--- config.mk ---
export PLATFORM = sky130hd
export DESIGN_NAME = serial_link_sched
export DESIGN_NICKNAME = d
export VERILOG_FILES = /design/src/rtl/serial_link_sched.sv
export SDC_FILE = /design/constraint.sdc
export NUM_CORES = 1
export LEC_CHECK = 0
export BUFFER_PORTS_ARGS = -buffer_cell sky130_fd_sc_hd__buf_2
export CORE_ASPECT_RATIO = 1.1
export CORE_MARGIN = 2
export CORE_UTILIZATION = 45
export DETAILED_ROUTE_END_ITERATION = 16
export MAX_ROUTING_LAYER = met4
export PLACE_DENSITY_LB_ADDON = 0.08
export SYNTH_ARGS = -nofsm -noshare
export SYNTH_HDL_FRONTEND = slang
export SYNTH_SLANG_ARGS = --single-unit
--- constraint.sdc ---
create_clock -name clk -period 2.96 [get_ports clk]
set_input_delay 0.444 -clock clk [delete_from_list [all_inputs] [get_ports clk]]
set_output_delay 0.444 -clock clk [all_outputs]
set_load 0.01 [all_outputs]
--- src/rtl/serial_link_sched.sv ---
// Sequencer for a shared half-duplex serial link. It runs a down phase of host frames, waits for
// the receiver to acknowledge, turns the line around, then runs the receiver's up phase.
module serial_link_sched #(
   parameter int unsigned DnFrameBits = 21,
   parameter int unsigned DnFrames    = 8,
   parameter int unsigned DnGap       = 1,
   parameter int unsigned UpFrameBits = 13,
   parameter int unsigned UpFrames    = 18,
   parameter int unsigned UpGap       = 1,
   parameter int unsigned Turn        = 2,
   parameter int unsigned Timeout     = 64
) (
   input  logic       clk,
   input  logic       rst,
   input  logic       start_i,
   input  logic       abort_i,
   input  logic       rx_done_i,
   output logic       updown_o,
   output logic       sen_n_o,
   output logic [4:0] bit_cnt_o,
   output logic [4:0] frame_cnt_o,
   output logic       busy_o,
   output logic       done_o,
   output logic       error_o
);

   localparam logic [4:0] DnLastBit   = 5'(DnFrameBits - 1);
   localparam logic [4:0] DnLastFrame = 5'(DnFrames - 1);
   localparam logic [4:0] UpLastBit   = 5'(UpFrameBits - 1);
   localparam logic [4:0] UpLastFrame = 5'(UpFrames - 1);
   localparam logic [7:0] DnGapLast   = 8'(DnGap - 1);
   localparam logic [7:0] UpGapLast   = 8'(UpGap - 1);
   localparam logic [7:0] TurnLast    = 8'(Turn - 1);
   localparam logic [7:0] TimeoutLast = 8'(Timeout - 1);

   typedef enum logic [3:0] {
      StIdle,
      StDown,
      StDgap,
      StWaitAck,
      StTurna,
      StUp,
      StUgap,
      StFin,
      StErr
   } state_e;

   state_e     state_q;
   logic       updown_q;
   logic       sen_n_q;
   logic [4:0] bit_q;
   logic [4:0] frame_q;
   logic [7:0] timer_q;
   logic       busy_q;
   logic       done_q;
   logic       error_q;

   // Outputs are registered alongside the state, so each branch sets the values that belong to
   // the state being entered. The shared timer serves gaps, turnaround and the ack timeout.
   always_ff @(posedge clk or posedge rst) begin
      if (rst) begin
         state_q  <= StIdle;
         updown_q <= 1'b0;
         sen_n_q  <= 1'b1;
         bit_q    <= 5'd0;
         frame_q  <= 5'd0;
         timer_q  <= 8'd0;
         busy_q   <= 1'b0;
         done_q   <= 1'b0;
         error_q  <= 1'b0;
      end else begin
         done_q <= 1'b0;
         if (abort_i) begin
            state_q  <= StIdle;
            updown_q <= 1'b0;
            sen_n_q  <= 1'b1;
            bit_q    <= 5'd0;
            frame_q  <= 5'd0;
            timer_q  <= 8'd0;
            busy_q   <= 1'b0;
         end else begin
            unique case (state_q)
               StIdle, StErr: begin
                  if (start_i) begin
                     state_q  <= StDown;
                     updown_q <= 1'b0;
                     sen_n_q  <= 1'b0;
                     bit_q    <= 5'd0;
                     frame_q  <= 5'd0;
                     timer_q  <= 8'd0;
                     busy_q   <= 1'b1;
                     error_q  <= 1'b0;
                  end
               end

               StDown: begin
                  if (bit_q == DnLastBit) begin
                     bit_q   <= 5'd0;
                     sen_n_q <= 1'b1;
                     timer_q <= 8'd0;
                     state_q <= (frame_q == DnLastFrame) ? StWaitAck : StDgap;
                  end else begin
                     bit_q <= bit_q + 5'd1;
                  end
               end

               StDgap: begin
                  if (timer_q == DnGapLast) begin
                     state_q <= StDown;
                     sen_n_q <= 1'b0;
                     frame_q <= frame_q + 5'd1;
                     timer_q <= 8'd0;
                  end else begin
                     timer_q <= timer_q + 8'd1;
                  end
               end

               StWaitAck: begin
                  // A late ack on the final timer cycle still wins over the timeout.
                  if (rx_done_i) begin
                     state_q  <= StTurna;
                     updown_q <= 1'b1;
                     timer_q  <= 8'd0;
                  end else if (timer_q == TimeoutLast) begin
                     state_q <= StErr;
                     error_q <= 1'b1;
                     busy_q  <= 1'b0;
                     bit_q   <= 5'd0;
                     frame_q <= 5'd0;
                     timer_q <= 8'd0;
                  end else begin
                     timer_q <= timer_q + 8'd1;
                  end
               end

               StTurna: begin
                  if (timer_q == TurnLast) begin
                     state_q <= StUp;
                     sen_n_q <= 1'b0;
                     bit_q   <= 5'd0;
                     frame_q <= 5'd0;
                     timer_q <= 8'd0;
                  end else begin
                     timer_q <= timer_q + 8'd1;
                  end
               end

               StUp: begin
                  if (bit_q == UpLastBit) begin
                     bit_q   <= 5'd0;
                     sen_n_q <= 1'b1;
                     timer_q <= 8'd0;
                     if (frame_q == UpLastFrame) begin
                        state_q <= StFin;
                        done_q  <= 1'b1;
                     end else begin
                        state_q <= StUgap;
                     end
                  end else begin
                     bit_q <= bit_q + 5'd1;
                  end
               end

               StUgap: begin
                  if (timer_q == UpGapLast) begin
                     state_q <= StUp;
                     sen_n_q <= 1'b0;
                     frame_q <= frame_q + 5'd1;
                     timer_q <= 8'd0;
                  end else begin
                     timer_q <= timer_q + 8'd1;
                  end
               end

               StFin: begin
                  state_q  <= StIdle;
                  updown_q <= 1'b0;
                  sen_n_q  <= 1'b1;
                  bit_q    <= 5'd0;
                  frame_q  <= 5'd0;
                  timer_q  <= 8'd0;
                  busy_q   <= 1'b0;
               end

               default: begin
                  state_q  <= StIdle;
                  updown_q <= 1'b0;
                  sen_n_q  <= 1'b1;
                  bit_q    <= 5'd0;
                  frame_q  <= 5'd0;
                  timer_q  <= 8'd0;
                  busy_q   <= 1'b0;
               end
            endcase
         end
      end
   end

   assign updown_o    = updown_q;
   assign sen_n_o     = sen_n_q;
   assign bit_cnt_o   = bit_q;
   assign frame_cnt_o = frame_q;
   assign busy_o      = busy_q;
   assign done_o      = done_q;
   assign error_o     = error_q;

endmodule

Word level (Yosys, flattened, before mapping):

Index checks and enable logic that the tools add are counted.

* add/subtract/negate cells: 3
* eq/ne operators: 31
* mux-type cells: 54
* bitwise logic cells: 1
* reductions and logical operators: 15

Operators with widths (count)
* 2-to-1 mux 8 bit: 8
* one-hot mux 8 bit (6 select lines): 1
* 2-to-1 mux 5 bit: 9
* 2-to-1 mux 4 bit: 9
* one-hot mux 5 bit (6 select lines): 1
* one-hot mux 4 bit (7 select lines): 1
* inequality test 3 bit, second input constant: 9
* one-hot mux 5 bit (5 select lines): 1
* 2-to-1 mux 1 bit: 20
* equality test 4 x 3 -> 1 bit, second input constant: 3
* AND reduction 6 bit: 2
* adder 5 x 1 -> 5 bit, second input constant: 2
* equality test 5 bit, second input constant: 2
* AND reduction 5 bit: 2
* adder 8 x 1 -> 8 bit, second input constant: 1
* equality test 4 x 2 -> 1 bit, second input constant: 2
* equality test 8 x 1 -> 1 bit, second input constant: 1
* equality test 8 x 6 -> 1 bit, second input constant: 1
* logical NOT 8 bit: 1
* inequality test 2 bit, second input constant: 4
* AND reduction 7 bit: 1
* inequality test 2 x 1 -> 1 bit, second input constant: 3
* one-hot mux 1 bit (3 select lines): 2
* one-hot mux 1 bit (6 select lines): 1
* 14 further kinds: 17

* register bits after elaboration: 27
* input bits: 5
* output and inout port bits: 15
* logic and storage cells: 113

Logic depth before layout (Yosys ltp):

Gate-level depths: netlist (run 1).

* word-level depth: 5
* depth in mapped cells: 8
* depth with buffers taken out: 7

Worst setup path after synthesis (run 1):

Ideal clock, no wire load.

* path kind: register to register
* start point: reg timer_q[0]
* end point: reg timer_q[4]
* data arrival time: 1.896 ns
* required time: 2.878 ns
* slack: 0.982 ns
* stages on the path, launching flop included: 9
* path buffers: 1
* clock period less this slack: 1.978 ns
* cell sequence: dfrtp_1 inv_1 ha_1 mux2_4 a311o_1 o22ai_4 buf_6 nand2_1 a31oi_1

* word-level cells in the longest chain between the ends: 5

Ends and longest elaborated chain
* start: declaration: RTL line 53 `logic [7:0] timer_q;`
* start signal: assignment: RTL line 114 `timer_q <= timer_q + 8'd1;`
* start signal: assignment: RTL line 132 `timer_q <= timer_q + 8'd1;`
* start signal: assignment: RTL line 144 `timer_q <= timer_q + 8'd1;`
* adder 8 x 1 -> 8 bit / equality test 8 x 6 -> 1 bit (equally long branches)
* 2-to-1 mux 8 bit: RTL line 124 `end else if (timer_q == TimeoutLast) begin`
* 2-to-1 mux 8 bit: RTL line 120 `if (rx_done_i) begin`
* one-hot mux 8 bit (6 select lines) *: RTL line 82 `unique case (state_q)`
* 2-to-1 mux 8 bit *: RTL line 73 `if (abort_i) begin`

Mark *: on every way between the ends. The rest lies on a longest branch, timed or not.
A chain may end at the register's enable or synchronous reset.

Final worst setup path (run 1):

* start point: reg timer_q[0]
* end point: reg bit_q[3], in the netlist bit_cnt_o[3]

* word-level cells in the longest chain between the ends: 3

Ends and longest elaborated chain
* equality test 8 x 6 -> 1 bit / equality test 8 x 1 -> 1 bit (equally long branches): RTL line 124, 137
* inequality test 3 bit (no line)
* AND reduction 5 bit (no line) *
* end signal: assignment: RTL line 103 `bit_q <= bit_q + 5'd1;`
* end signal: assignment: RTL line 160 `bit_q <= bit_q + 5'd1;`
* end: declaration: RTL line 51 `logic [4:0] bit_q;`

Marks and branches as above.

==> results.json, run 1 <==
{
  "cts.htree.levels": 1,
  "vias_per_cell": 5.814,
  "synth_top_family_by_area": "compound AO/OA/AOI/OAI gates",
  "synth_area_um2": 1688,
  "avgSynthCellArea_um2": 9.325,
  "hold_buffers": 0,
  "cts-buffers-inserted": 3,
  "crit_start": "timer_q[0]",
  "cts_tree": "built",
  "hold_viol": 0,
  "path_clk_slew_ns": 0.09,
  "rr_worst_depth": 6,
  "hpwl_um": 2877,
  "area_growth_pct": 9.711,
  "routed-via-count": 1436,
  "synthSimpleGateAreaFrac_pct": 22.76,
  "power.leakage_nw": 0.7895,
  "cp-start-kind": "flip-flop",
  "synth_fa_ha_area_share_pct": 5.189,
  "power_density_nw_per_um2": 599.7,
  "synth-edff-count": 0,
  "dp.cells": 243,
  "cp.required_ns": 3.12,
  "peakVddDrop_uv": 371.2,
  "die_h_um": 68.23,
  "min_from": "start_i",
  "utilization_pct": 51.07,
  "critPathCaptureType": "flip-flop",
  "grt_usage_pct": 20.23,
  "grt_pass1_vias": 1378,
  "rsz0062_at_grt": "no",
  "relSlewSlack_pct": 32.32,
  "wl_um": 3814,
  "grt_max_degree": 28,
  "globalRouteOverflowTotal": 0,
  "syn_inst": 181,
  "start_util_pct": 46.55,
  "core_area_um2": 3626,
  "max_freq_mhz": 434.7,
  "crit_type": "flip-flop to flip-flop",
  "grt_pass1_wl_um": 6561,
  "crit_fanout": 8,
  "yosysSeqAreaShare_pct": 40.10,
  "synth-compound-area-share_pct": 24.02,
  "synth_nets": 193,
  "hold_ws_ns": 0.3920,
  "portBuffers": 19,
  "chipWidth_um": 62.40,
  "r2r_start": "timer_q[0]",
  "fin_tns_setup_ns": 0,
  "synth_top_cell_area_share_pct": 38.55,
  "tightest_slew_ns": 1.014,
  "arrival_ns": 2.46,
  "yosys.area.top_type": "dfrtp_1",
  "synth_most_common_cell": "dfrtp_1",
  "worstHoldPathCells": 2,
  "min_path_type": "input port to flip-flop",
  "cts.path.max_buffers": 2,
  "postCtsSetupBuffers": 0,
  "gp_congestion": 0.7872,
  "setup_viol": 0,
  "wl_per_cell_um": 15.44,
  "yosysWarningCount": 0,
  "cts.repair.resized": 0,
  "regToRegEndpoint": "bit_cnt_o[3]",
  "numClockSinks": 27,
  "drive_above_1_share_pct": 17.77,
  "antennaDiodeCount": 0,
  "die_area_um2": 4257,
  "synth_area_leaders": "dfrtp_1 (39%), ha_1 (5.2%), a31oi_1 (4.4%)",
  "synth_common_cells": "dfrtp_1 (26), nor2_1 (16), a21oi_1 (13), nand2_1 (13), a31oi_1 (12)",
  "r2r_slack_ns": 0.66,
  "ys_seq_elements": 27,
  "detail-route-antenna-nets": 0,
  "fp-row-count": 23,
  "clk_latency_ns": 0.27,
  "final_cells": 247,
  "skew_ns": 0.003731,
  "cts_root_buf": "clkbuf_8",
  "drt_iter0_drc": 51,
  "fin_nets": 210,
  "drc": 0,
  "n_fill_cell": 349,
  "status": "finished, final reports clean",
  "synthFlopType": "dfrtp_1",
  "synth-async-reset-ratio_pct": 100.0,
  "synthXorXnorAreaFrac_pct": 1.038,
  "min_period_ns": 2.300,
  "drt-pass1-iter-count": 4,
  "hold_end": "error_o",
  "ios": 20,
  "finalMaxSlewViolations": 0,
  "fin_crit_sh_pct": 77.72,
  "grt_antenna_before_repair": 0,
  "synthDistinctLibCells": 57,
  "synthMuxAreaShare_pct": 2.817,
  "maxCapViolations": 0
}
## cell type report
type / count / area, um2 / share of cell area [%]
Tap cell: 50 / 62.56 / 3.378
Multi-Input combinational cell: 139 / 942.2 / 50.88
Sequential cell: 27 / 676.9 / 36.55
Inverter: 8 / 30.03 / 1.622
Timing Repair Buffer: 19 / 95.09 / 5.135
Clock buffer: 4 / 45.04 / 2.432
## stage by stage
step	total power (W)	cell area, um2	setup slack [ns]
after floorplan	0.0007989	1688	0.9819
after global placement	0.0009019	1807	0.7516
after detailed placement	0.0009115	1807	0.6868
after CTS	0.001120	1852	0.6547
after global routing	0.001200	1852	0.5337
final	0.001110	1852	0.6596
## cells by family (layout without fill, tap and decap cells)
group | after synthesis | in the layout
multiplexers | 4 | 4
XOR/XNOR | 2 | 2
adder cells (fa/ha/maj) | 7 | 7
buffers and inverters | 15 | 31
AO/OA/AOI/OAI | 57 | 57
flip-flops | 27 | 27
AND/OR/NAND/NOR | 69 | 69
## layer usage
layer | vias to the layer above | GRT usage, % | routed length [um]
met5 | - | - | 0
met4 | 0 | 5.833 | 24
met3 | 2 | 2.303 | 86
met2 | 20 | 36.96 | 1877
met1 | 699 | 24.14 | 1825
li1 | 715 | - | -
## power by group
group	total [W]	internal, W	leakage (nW)	switching [W]
sequential	0.000488	0.000419	0.369	0.0000690
combinational	0.000416	0.000167	0.398	0.000249
clock	0.000207	0.0000962	0.0228	0.000110
total	0.00111	0.000682	0.790	0.000429
## worst max path at each step
stage,endpoint
floorplan,timer_q[4]
global placement,bit_cnt_o[3]
detailed placement,bit_cnt_o[3]
CTS,bit_cnt_o[3]
global route,frame_cnt_o[0]
finish,bit_cnt_o[3]
## worst max-delay path, stage by stage, from the launching register on
cell and delay [ns]:
dfrtp_1 0.49, ha_1 0.29, nand3_4 0.11, o41ai_2 0.57
a21boi_2 0.26, a21oi_1 0.15, a211o_1 0.32
## state kept, by name (all words and copies together), names as in the netlist, 4 cells and up
name / cells
timer_q: 8
state_q: 4
frame_cnt_o: 5
bit_cnt_o: 5
## cell usage in the layout, fill, tap and decap left out, drive strengths merged, types with 4 or more instances in the layout
cell type,instances
nand2,13
nor2,16
a31oi,12
nand3,9
o21ai,9
nor3,6
dfrtp,26
inv,8
a21oi,13
clkbuf,4
ha,7
buf,19
Note: power is estimated with default switching activity, not from simulation.
==> inputs of run 2 (changes only) <==
clock period = 2.3 ns   (was 2.96 ns; I/O delays follow)
==> results.json, run 2 (synthesis gave the netlist of run 1 again) <==
{
  "tightest_slew_ns": 0.6907,
  "critPathCaptureType": "flip-flop",
  "clk_latency_ns": 0.28,
  "setup_ws_ns": 0.1049,
  "crit_type": "flip-flop to flip-flop",
  "relSlewSlack_pct": 53.90,
  "power_density_nw_per_um2": 776.0,
  "grt_antenna_before_repair": 0,
  "maxCapViolations": 0,
  "cts-buffers-inserted": 3,
  "cp-start-kind": "flip-flop",
  "cp.required_ns": 2.51,
  "cts_tree": "built",
  "wl_um": 4047,
  "grt_usage_pct": 20.62,
  "cts.path.max_buffers": 2,
  "cts_root_buf": "clkbuf_8",
  "grt_pass1_wl_um": 6644,
  "path_clk_slew_ns": 0.10,
  "fin_tns_setup_ns": 0,
  "gp_congestion": 0.8320,
  "core_area_um2": 3626,
  "setup_viol": 0,
  "globalRouteOverflowTotal": 0,
  "grt_max_degree": 19,
  "arrival_ns": 2.41,
  "power.leakage_nw": 0.8222,
  "place_ws_ns": 0.03723,
  "utilization_pct": 52.80,
  "die_h_um": 68.23,
  "fp-row-count": 23,
  "min_path_type": "input port to asynchronous set/reset pin",
  "max_freq_mhz": 455.6,
  "vias_per_cell": 6.047,
  "crit_fanout": 7,
  "drive_above_1_share_pct": 22.06,
  "dp.cells": 247,
  "cts.htree.levels": 1,
  "finalPower_w": 0.001486,
  "start_util_pct": 46.55,
  "final_common_cell": "dfrtp_1",
  "status": "finished, final reports clean",
  "detail-route-antenna-nets": 0,
  "slowest_delay_ns": 0.43,
  "final_cell_mix": "dfrtp_1 (25), buf_2 (19), nor2_1 (16)",
  "crit_start": "timer_q[1]",
  "fin_crit_sh_pct": 95.44,
  "final_cells": 254,
  "drt_iter0_drc": 98,
  "grt_pass1_vias": 1379,
  "antennaDiodeCount": 0,
  "wl_per_cell_um": 15.93,
  "area_growth_pct": 13.42,
  "r2r_start": "timer_q[1]",
  "chipWidth_um": 62.40,
  "hpwl_um": 2932,
  "finalMaxSlewViolations": 0,
  "fin_nets": 217,
  "ios": 20,
  "drt-pass1-iter-count": 4,
  "cp_cell_sequence": "inv_1, ha_1, mux2_4, a311o_1, o22ai_2, a41oi_1, a31oi_1",
  "rsz0062_at_grt": "no",
  "hold_viol": 0,
  "skew_ns": 0.006380,
  "min_period_ns": 2.195,
  "die_area_um2": 4257,
  "routed-via-count": 1536,
  "portBuffers": 19,
  "drc": 0,
  "peakVddDrop_uv": 364.3,
  "crit_path_top_delay_cell": "a311o_1",
  "numClockSinks": 27,
  "top_register": "timer_q",
  "largest_reg_flops": 8
}
run 2: timing repair:
item | 4_1_cts | 5_1_grt
setup endpoints to repair | 0 | 11
hold endpoints to repair | 0 | 0
hold buffers | 0 | 0
setup buffers | 0 | 2
resized for setup | 0 | 2
run 2: worst max-delay path, delay by kind of cell, from the launching register on:
kind	cells	cell delay, ns
adder cells (fa/ha/maj)	1	0.20
AO/OA/AOI/OAI	4	1.13
multiplexers	1	0.27
flip-flops	1	0.42
buffers and inverters	1	0.10
run 2: per-layer routing:
metal | track usage (%) | wire length, um | up-vias
met3 | 1.974 | 138 | 5
met2 | 34.51 | 2021 | 40
met1 | 26.86 | 1839 | 752
met5 | - | 0 | -
met4 | 6.944 | 47 | 0
li1 | - | - | 739
run 2: power breakdown:
part	internal (W)	switching [W]
Sequential	0.000540	0.0000777
Combinational	0.000241	0.000346
Clock	0.000122	0.000159
run 2: metrics by stage:
| step | instance area, um2 | hold WS [ns] |
|---|---|---|
| 6_report | 1914 | 0.1467 |
| 5_1_grt | 1914 | 0.2052 |
| 4_1_cts | 1883 | 0.1845 |
| 3_5_place_dp | 1837 | 0.4960 |
| 3_3_place_gp | 1837 | 0.4884 |
| 2_1_floorplan | 1688 | 0.3970 |
run 2: final cells by class:
type                       count  area [um2]
clock buffer                   3       41.29
fill                         358        1712
sequential                    27       678.2
timing repair buffer          25       140.1
inverter                       8       30.03
clock inverter                 1       5.005
tap                           50       62.56
multi-input combinational    140       957.2
run 2: final timing paths:
kind                             endpoint  slack, ns  depth (start not counted)
max in group asynchronous    bit_cnt_o[4]       1.53                          3
min in group clk                  error_o       0.28                          2
setup / recovery               timer_q[3]       0.10                          7
hold / removal                 timer_q[2]       0.15                          2
setup reg to reg               timer_q[3]       0.10                          7
hold reg to reg            frame_cnt_o[4]       0.54                          1
